==> config.mk <==
export PLATFORM = sky130hd
export DESIGN_NAME = rnn_x_feeder
export DESIGN_NICKNAME = d
export VERILOG_FILES = /design/src/rtl/rnn_pkg.sv /design/src/rtl/rnn_word_fifo.sv /design/src/rtl/rnn_x_feeder.sv
export SDC_FILE = /design/constraint.sdc
export NUM_CORES = 2
export LEC_CHECK = 0
export ABC_CLOCK_PERIOD_IN_PS = 10100
export BUFFER_PORTS_ARGS = -buffer_cell sky130_fd_sc_hd__buf_2
export CAP_MARGIN = 10
export CORE_ASPECT_RATIO = 0.6
export CORE_UTILIZATION = 25
export CTS_BUF_LIST = sky130_fd_sc_hd__clkbuf_16
export CTS_CLUSTER_SIZE = 30
export DETAILED_ROUTE_END_ITERATION = 10
export GPL_TIMING_DRIVEN = 1
export PLACE_DENSITY = 0.37
export SETUP_SLACK_MARGIN = 0.05
export SLEW_MARGIN = 0
export SYNTH_ARGS = -nofsm -noshare
export SYNTH_HDL_FRONTEND = slang
export SYNTH_HIERARCHICAL = 1
export SYNTH_SLANG_ARGS = --single-unit
==> constraint.sdc <==
create_clock -name clk -period 10.1 [get_ports clk]
set_input_delay 0 -clock clk [delete_from_list [all_inputs] [get_ports clk]]
set_output_delay 0 -clock clk [all_outputs]
set_load 0.05 [all_outputs]
==> src/rtl/rnn_pkg.sv <==
// Shared types and widths for the RNN datapath blocks.
// Holds the x-feeder state encoding and the vector widths used downstream.
package rnn_pkg;

  localparam int XW = 32;
  localparam int HW = 20;

  typedef enum logic [1:0] {
    ST_IDLE,
    ST_FILL,
    ST_ARMED,
    ST_RUN
  } feed_state_t;

endpackage

==> src/rtl/rnn_word_fifo.sv <==
// Show-ahead word FIFO: head is valid combinationally; push/pop/flush take effect next cycle.
// Pushes while full and pops while empty are dropped; no backpressure is exported.
module rnn_word_fifo
  import rnn_pkg::*;
#(
  parameter int DEPTH = 64,
  parameter int AW    = 6
) (
  input  logic          clk,
  input  logic          reset,
  input  logic          push,
  input  logic [XW-1:0] push_data,
  input  logic          pop,
  input  logic          flush,
  output logic [XW-1:0] head,
  output logic [AW:0]   count
);

  localparam logic [AW:0] FULL_CNT = (AW + 1)'(DEPTH);

  logic [XW-1:0] mem [DEPTH];
  logic [AW-1:0] wr_ptr;
  logic [AW-1:0] rd_ptr;
  logic [AW-1:0] wr_ptr_nxt;
  logic          do_push;
  logic          do_pop;

  assign do_push    = push && (count != FULL_CNT);
  assign do_pop     = pop && (count != '0);
  assign wr_ptr_nxt = do_push ? wr_ptr + 1'b1 : wr_ptr;
  assign head       = (count != '0) ? mem[rd_ptr] : '0;

  always_ff @(posedge clk) begin
    if (do_push) mem[wr_ptr] <= push_data;
  end

  always_ff @(posedge clk) begin
    if (reset) begin
      wr_ptr <= '0;
      rd_ptr <= '0;
      count  <= '0;
    end else begin
      wr_ptr <= wr_ptr_nxt;
      // Flush wins over any pop in the same cycle: everything still queued is discarded.
      if (flush) begin
        rd_ptr <= wr_ptr_nxt;
        count  <= '0;
      end else begin
        if (do_pop) rd_ptr <= rd_ptr + 1'b1;
        case ({do_push, do_pop})
          2'b10:   count <= count + 1'b1;
          2'b01:   count <= count - 1'b1;
          default: count <= count;
        endcase
      end
    end
  end

endmodule

==> src/rtl/rnn_x_feeder.sv <==
// Packs a byte frame little-endian into 32-bit words, buffers it, then serves one word per i_en.
// Word visible 1 cycle after its last byte; s_ready drops only while ARMED/RUN, never on overflow.
module rnn_x_feeder
  import rnn_pkg::*;
#(
  parameter int DEPTH = 64,
  parameter int AW    = 6
) (
  input  logic          clk,
  input  logic          reset,
  input  logic          s_valid,
  output logic          s_ready,
  input  logic [7:0]    s_data,
  input  logic          s_last,
  input  logic          busy,
  input  logic          i_en,
  output logic          ready,
  output logic [XW-1:0] idata,
  output logic [AW:0]   words,
  output logic          err_ovf,
  output logic          err_udf
);

  localparam logic [AW:0] FULL_CNT = (AW + 1)'(DEPTH);

  feed_state_t   state;
  feed_state_t   state_nxt;
  logic [1:0]    lane;
  logic [1:0]    lane_eff;
  logic [23:0]   wbuf;
  logic          accept;
  logic          commit;
  logic          pop;
  logic          flush;
  logic [XW-1:0] pack_word;

  always_comb begin
    state_nxt = state;
    s_ready   = 1'b0;
    ready     = 1'b0;
    pop       = 1'b0;
    flush     = 1'b0;
    case (state)
      ST_IDLE: begin
        s_ready = 1'b1;
        if (s_valid) state_nxt = s_last ? ST_ARMED : ST_FILL;
      end
      ST_FILL: begin
        s_ready = 1'b1;
        if (s_valid && s_last) state_nxt = ST_ARMED;
      end
      ST_ARMED: begin
        ready = 1'b1;
        if (busy) state_nxt = ST_RUN;
      end
      ST_RUN: begin
        pop = i_en;
        if (!busy) begin
          flush     = 1'b1;
          state_nxt = ST_IDLE;
        end
      end
      default: state_nxt = ST_IDLE;
    endcase
  end

  assign accept   = s_valid && s_ready;
  // The first byte of a frame always starts a fresh word regardless of leftover lane state.
  assign lane_eff = (state == ST_IDLE) ? 2'd0 : lane;
  assign commit   = accept && ((lane_eff == 2'd3) || s_last);

  always_comb begin
    pack_word = '0;
    for (int k = 0; k < 3; k++) begin
      if (k < int'(lane_eff)) pack_word[8*k +: 8] = wbuf[8*k +: 8];
    end
    pack_word[{lane_eff, 3'b000} +: 8] = s_data;
  end

  always_ff @(posedge clk) begin
    if (reset) begin
      state   <= ST_IDLE;
      lane    <= 2'd0;
      wbuf    <= '0;
      err_ovf <= 1'b0;
      err_udf <= 1'b0;
    end else begin
      state <= state_nxt;
      if (accept) begin
        if (commit) begin
          lane <= 2'd0;
        end else begin
          lane <= lane_eff + 1'b1;
          case (lane_eff)
            2'd0:    wbuf[7:0]   <= s_data;
            2'd1:    wbuf[15:8]  <= s_data;
            default: wbuf[23:16] <= s_data;
          endcase
        end
      end
      if (state == ST_IDLE && accept) begin
        err_ovf <= 1'b0;
        err_udf <= 1'b0;
      end
      if (commit && words == FULL_CNT) err_ovf <= 1'b1;
      if (pop && words == '0) err_udf <= 1'b1;
    end
  end

  rnn_word_fifo #(
    .DEPTH(DEPTH),
    .AW   (AW)
  ) u_fifo (
    .clk      (clk),
    .reset    (reset),
    .push     (commit),
    .push_data(pack_word),
    .pop      (pop),
    .flush    (flush),
    .head     (idata),
    .count    (words)
  );

endmodule
# Word level (Yosys, flattened, before mapping)
# Memory sizes are Yosys's and may differ from the RTL's. A register that Yosys moved wholly into a read port is not among the register bits.
# Index checks and enable logic that the tools add are counted.
dict set report totals {
  wordCells 90
  latch_bits 0
  reg_bits 49
  mem_count 1
  rom_bits 0
  output_inout_bits 43
  mem_bits_rw 2048
}
dict set report op_classes {
  eq_ne 13
  shift 2
  multipliers 0
  n_reduce_logical 24
  n_bitwise 2
  n_mux 29
  add_sub_neg 6
  div 0
  order_cmp 3
}
# memory depth width rd rd_clocked_by_memory_dff wr line_no
set memory_table {}
lappend memory_table {u_fifo.mem 64 32 1 1 1 rnn_word_fifo.sv:21} ;# logic [XW-1:0] mem [DEPTH];
# op count
set ops {}
lappend ops {{32-bit bitwise mux} 1}
lappend ops {{32-bit two-way mux} 1}
lappend ops {{8-bit by 7-bit variable shift with 32-bit output, first input constant} 1}
lappend ops {{8-bit by 7-bit variable part select with 32-bit output} 1}
lappend ops {{6-bit two-way mux} 5}
lappend ops {{8-bit two-way mux} 3}
lappend ops {{2-bit two-way mux} 7}
lappend ops {{7-bit case mux with 2 select lines} 1}
lappend ops {{6-bit by 1-bit adder with 6-bit output, second input constant} 2}
lappend ops {{1-bit two-way mux} 10}
lappend ops {{3-bit AND reduction} 3}
lappend ops {{2-bit equality test, second input constant} 4}
lappend ops {{1-bit logical AND} 8}
lappend ops {{2-bit inequality test, second input constant} 4}
lappend ops {{2-bit case mux with 4 select lines} 1}
lappend ops {{2-bit nonzero test} 4}
lappend ops {{7-bit by 1-bit adder with 7-bit output, second input constant} 1}
lappend ops {{7-bit equality test, second input constant} 1}
lappend ops {{7-bit zero test} 1}
lappend ops {{7-bit inequality test, second input constant} 1}
lappend ops {{5-bit negation with 7-bit output} 1}
lappend ops {{7-bit nonzero test} 1}
lappend ops {{7-bit by 1-bit subtractor with 7-bit output, second input constant} 1}
lappend ops {{2-bit by 1-bit equality test with 1-bit output, second input constant} 3}
lappend ops {{other kinds (8)} 13}

# Depth between registers and ports, before layout
dict set report logic_depth {
  ltp_word 10
  ltp_mapped 19
}

# By module
# Netlist, hierarchy kept.
# module area_each_um2 n_inst cells_each seq_area_each_um2
set by_module_without_submodules {}
lappend by_module_without_submodules {rnn_word_fifo 79756.5 1 3594 61999.5}
lappend by_module_without_submodules {rnn_x_feeder 1788.0 1 208 600.6}

# Worst setup path before layout
# Ideal clock, no wire load.
dict set report synth_path {
  kind {register to register}
  from {register u_fifo.count[2]}
  to {register u_fifo.count[6]}
  arrival_ns 3.758
  synth_period_minus_slack_ns 3.828
  stages_incl_launch_ff 14
  n_path_buf 2
  setup_time_ns 0.070
  slack_ns 6.272
  cell_sequence {dfxtp_1 -> clkbuf_1 -> nor2_1 -> a31oi_1 -> ha_1 -> buf_1 -> xor2_1 -> ha_1 -> a21oi_1 -> and3b_1 -> a221oi_1 -> a221oi_1 -> or3_1 -> a21oi_1}
}
dict set report synth_via {
  elab_chain_len 4
}
# item line_no
set synth_lines {}
lappend synth_lines {{start: declaration} rnn_word_fifo.sv:16} ;# output logic [AW:0] count
lappend synth_lines {{start signal: assignment} rnn_word_fifo.sv:51} ;# 2'b10: count <= count + 1'b1;
lappend synth_lines {{start signal: assignment} rnn_word_fifo.sv:52} ;# 2'b01: count <= count - 1'b1;
lappend synth_lines {{start signal: assignment} rnn_word_fifo.sv:53} ;# default: count <= count;
lappend synth_lines {{parallel branches: the longest is 4 deep, another holds 7-bit by 1-bit subtractor with 7-bit output} -}
# Several ways; the timed one is not identified.
# A chain may end at the register's enable or synchronous reset.

==> qor.csv <==
stage,metric,value,unit
critical_path,Startpoint Class,flip-flop,
logic_synthesis,Syn Area/Cell,21.4,µm²
floorplanning,I/O pin cnt,57,
power,Leak Pwr,31.2,nW
sta,max_slew headroom,11.2,%
critical_path,crit path DAT,6080,ps
clock_tree,CTS sink count,2103,
critical_path,r2r startpoint,state[0],
global_route,initial antenna violation count,43,
logic_synthesis,Unique masters post-synth,72,
floorplanning,Core Footprint,325000,µm²
place,area post-placement,88100,µm²
logic_synthesis,Post-synth EDFFs,2048,
clock_tree,number of CTS-inserted buffers,213,
global_route,largest net degree at the start of global routing,88,
place,PortBufs,56,
detailed_routing,antenna-violating nets left,0,
layout,synth-to-layout area growth,16.2,%
detailed_routing,vias per cell,4.79,
logic_synthesis,Syn Nets,3827,
global_route,number of global-route vias before repair,41100,
critical_path,CP endpoint,idata[11],
sta,"Hold Vio Cnt, Final",0,
detailed_routing,drt pass-1 iters,5,
clock_tree,Clock Root Buffer,clkbuf_16,
logic_synthesis,most common cell in the netlist,edfxtp_1,
critical_path,WP data required,10100,ps
critical_path,kind of critical path,flip-flop to primary output,
logic_synthesis,Main synth FF type,edfxtp_1,
critical_path,"reg-to-reg slack, setup",5120,ps
critical_path,crit path max fanout,77,
floorplanning,starting density of the core,25.1,%
logic_synthesis,Post-synth ARST share,0,%
sta,"Period Utilization, post-route",60.2,%
place,post-DP HPWL,163000,µm
layout,Final Util,29.2,%
power,Worst VDD drop,137,µV
clock_tree,worst skew pair latency,890,ps
sta,RSZ-0062 raised after global routing,false,
sta,setup_tns,0,ps
global_route,GRT overflow,0,
logic_synthesis,#FFs+latches synth,2103,
sta,final setup fails,0,
clock_tree,CTS H-tree depth,4,
detailed_routing,starting DRC count in detailed routing,5014,
layout,Fillers,31800,
place,RePlAce Congestion,0.743,
run,maxcap violations,0,
clock_tree,"Setup Fix Bufs, Post-CTS",0,
global_route,GR Util All Layers,17.0,%
logic_synthesis,Synth Instances,3802,
sta,Final Max Tran Viols,0,
floorplanning,Die Span Y,444,µm
logic_synthesis,main area contributors after synthesis,"edfxtp_1 (75%), mux4_2 (14%), mux2i_1 (1.4%)",
critical_path,Critical Path End Type,primary output,
sta,skew final,45.2,ps
layout,Nets,4086,
min_path,HP Class,input pin to flip-flop,
logic_synthesis,area of the mapped netlist,81500,µm²
floorplanning,Site Rows,162,
floorplanning,die footprint,329000,µm²
logic_synthesis,post-synth top area cell,edfxtp_1,
clock_tree,Worst-path clk slew,70,ps
clock_tree,clock buffer depth,4,
detailed_routing,Residual DRC,0,
critical_path,R2R Path End,u_fifo/mem[26][18],
critical_path,R2R cell count,12,
sta,minimum clock period,6080,ps
sta,Tightest Pin Transition,1320,ps
logic_synthesis,post-synthesis sequential area ratio,76.8,%
floorplanning,Die Wd,739,µm
layout,area of the multi-input gates,18300,µm²
detailed_routing,via count,41100,
detailed_routing,Routed WL,285000,µm
logic_synthesis,Yosys top cell area share,75.4,%
power,Pwr Density,200,nW/µm²
layout,Seq. cell area,62600,µm²
layout,ratio of cells with drive above 1 in the final layout,27.5,%
status,status,"complete, no violations",
logic_synthesis,most common library cells after synthesis,"edfxtp_1 (2048), mux4_2 (509), nor2_1 (145)",
detailed_routing,routed len/inst,33.2,µm
sta,fmax,0.164,GHz
global_route,first-pass GRT wire length,382000,µm
layout,final instance area,94800,µm²
logic_synthesis,Syn. warnings,6,
clock_tree,CTS tree,done,
layout by cell type (no fill, tap or decap), types with 66 or more instances in the layout:
cell type,netlist,routed
clkbuf_16,0,217
buf_4,53,170
inv_1,14,66
nor2_1,145,75
a21oi_1,67,67
mux2i_1,111,111
nand2_1,132,132
mux4_2,509,509
nor2_4,0,67
edfxtp_1,2048,2048
flip-flops by register name, summed over array words and instances, names as in the netlist, 2 cells and up, named ones only:
register	flops
lane	2
state	2
u_fifo/count	7
wbuf	24
u_fifo/rd_ptr	6
u_fifo/mem	2048
u_fifo/wr_ptr	6
cell type report:
| class | count | area share, % |
|---|---|---|
| Antenna cell | 12 | 0.0317 |
| Clock buffer | 217 | 5.73 |
| Clock inverter | 160 | 1.09 |
| Inverter | 14 | 0.0634 |
| Multi-Input combinational cell | 1479 | 19.4 |
| Sequential cell | 2103 | 66.1 |
| Tap cell | 4346 | 5.74 |
| Timing Repair Buffer | 250 | 1.93 |
logic make-up (layout without fill, tap and decap cells):
| logic type | count (synthesis) | count (layout) | synth area share (%) |
|---|---|---|---|
| other | 0 | 12 | 0 |
| AO/OA/AOI/OAI | 355 | 355 | 3.00 |
| AND/OR/NAND/NOR | 455 | 455 | 2.63 |
| adder cells (fa/ha/maj) | 11 | 11 | 0.169 |
| flip-flops | 2103 | 2103 | 76.8 |
| buffers and inverters | 220 | 641 | 1.53 |
| multiplexers | 642 | 642 | 15.7 |
| XOR/XNOR | 16 | 16 | 0.172 |
worst min path at each step:
stage          startpoint          endpoint  slack, ps  cells past startpoint
6_report        s_data[6]          wbuf[22]         70                      4
5_1_grt         s_data[1]           wbuf[9]         50                      4
4_1_cts         s_data[6]          wbuf[14]         20                      4
3_5_place_dp    s_data[5]          wbuf[21]        360                      3
3_3_place_gp    s_data[4]          wbuf[20]        350                      3
2_1_floorplan       reset  u_fifo/wr_ptr[0]         80                      1
stage by stage:
stage,worst slack [ps],power (mW),hold slack (ps),cells
floorplan,6270,10.8,83.5,3802
global placement,4880,11.6,352,8170
detailed placement,4890,11.6,357,8172
CTS,3930,19.2,20.1,8568
global route,3680,19.6,51.2,8570
finish,4020,19.0,68.1,8581
critical path, cell delays in order (launching register included):
cell and delay [ps]:
dfxtp_4 500, buf_12 440, buf_4 660, buf_4 670, mux4_2 590, a22oi_1 220
nand2_1 110, a21oi_1 880, o21ai_0 540, buf_2 370
report_power, final:
group,switching (mW),internal (mW)
Combinational,1.21,0.450
Sequential,0.0402,9.65
Clock,3.47,4.17
Total,4.72,14.3
per-layer routing:
layer / global-route usage [%] / routed length (µm) / vias to the layer above
li1: - / - / 16500
met1: 26.0 / 137000 / 22900
met4: 3.32 / 5540 / 4
met3: 4.29 / 23600 / 300
met2: 24.3 / 119000 / 1410
met5: 0 / 27 / -
repair_timing:
item	4_1_cts	5_1_grt
hold buffers	19	0
gates resized for setup	0	0
hold endpoints to repair	176	0
No activity file was read; power rests on OpenSTA's default activity.
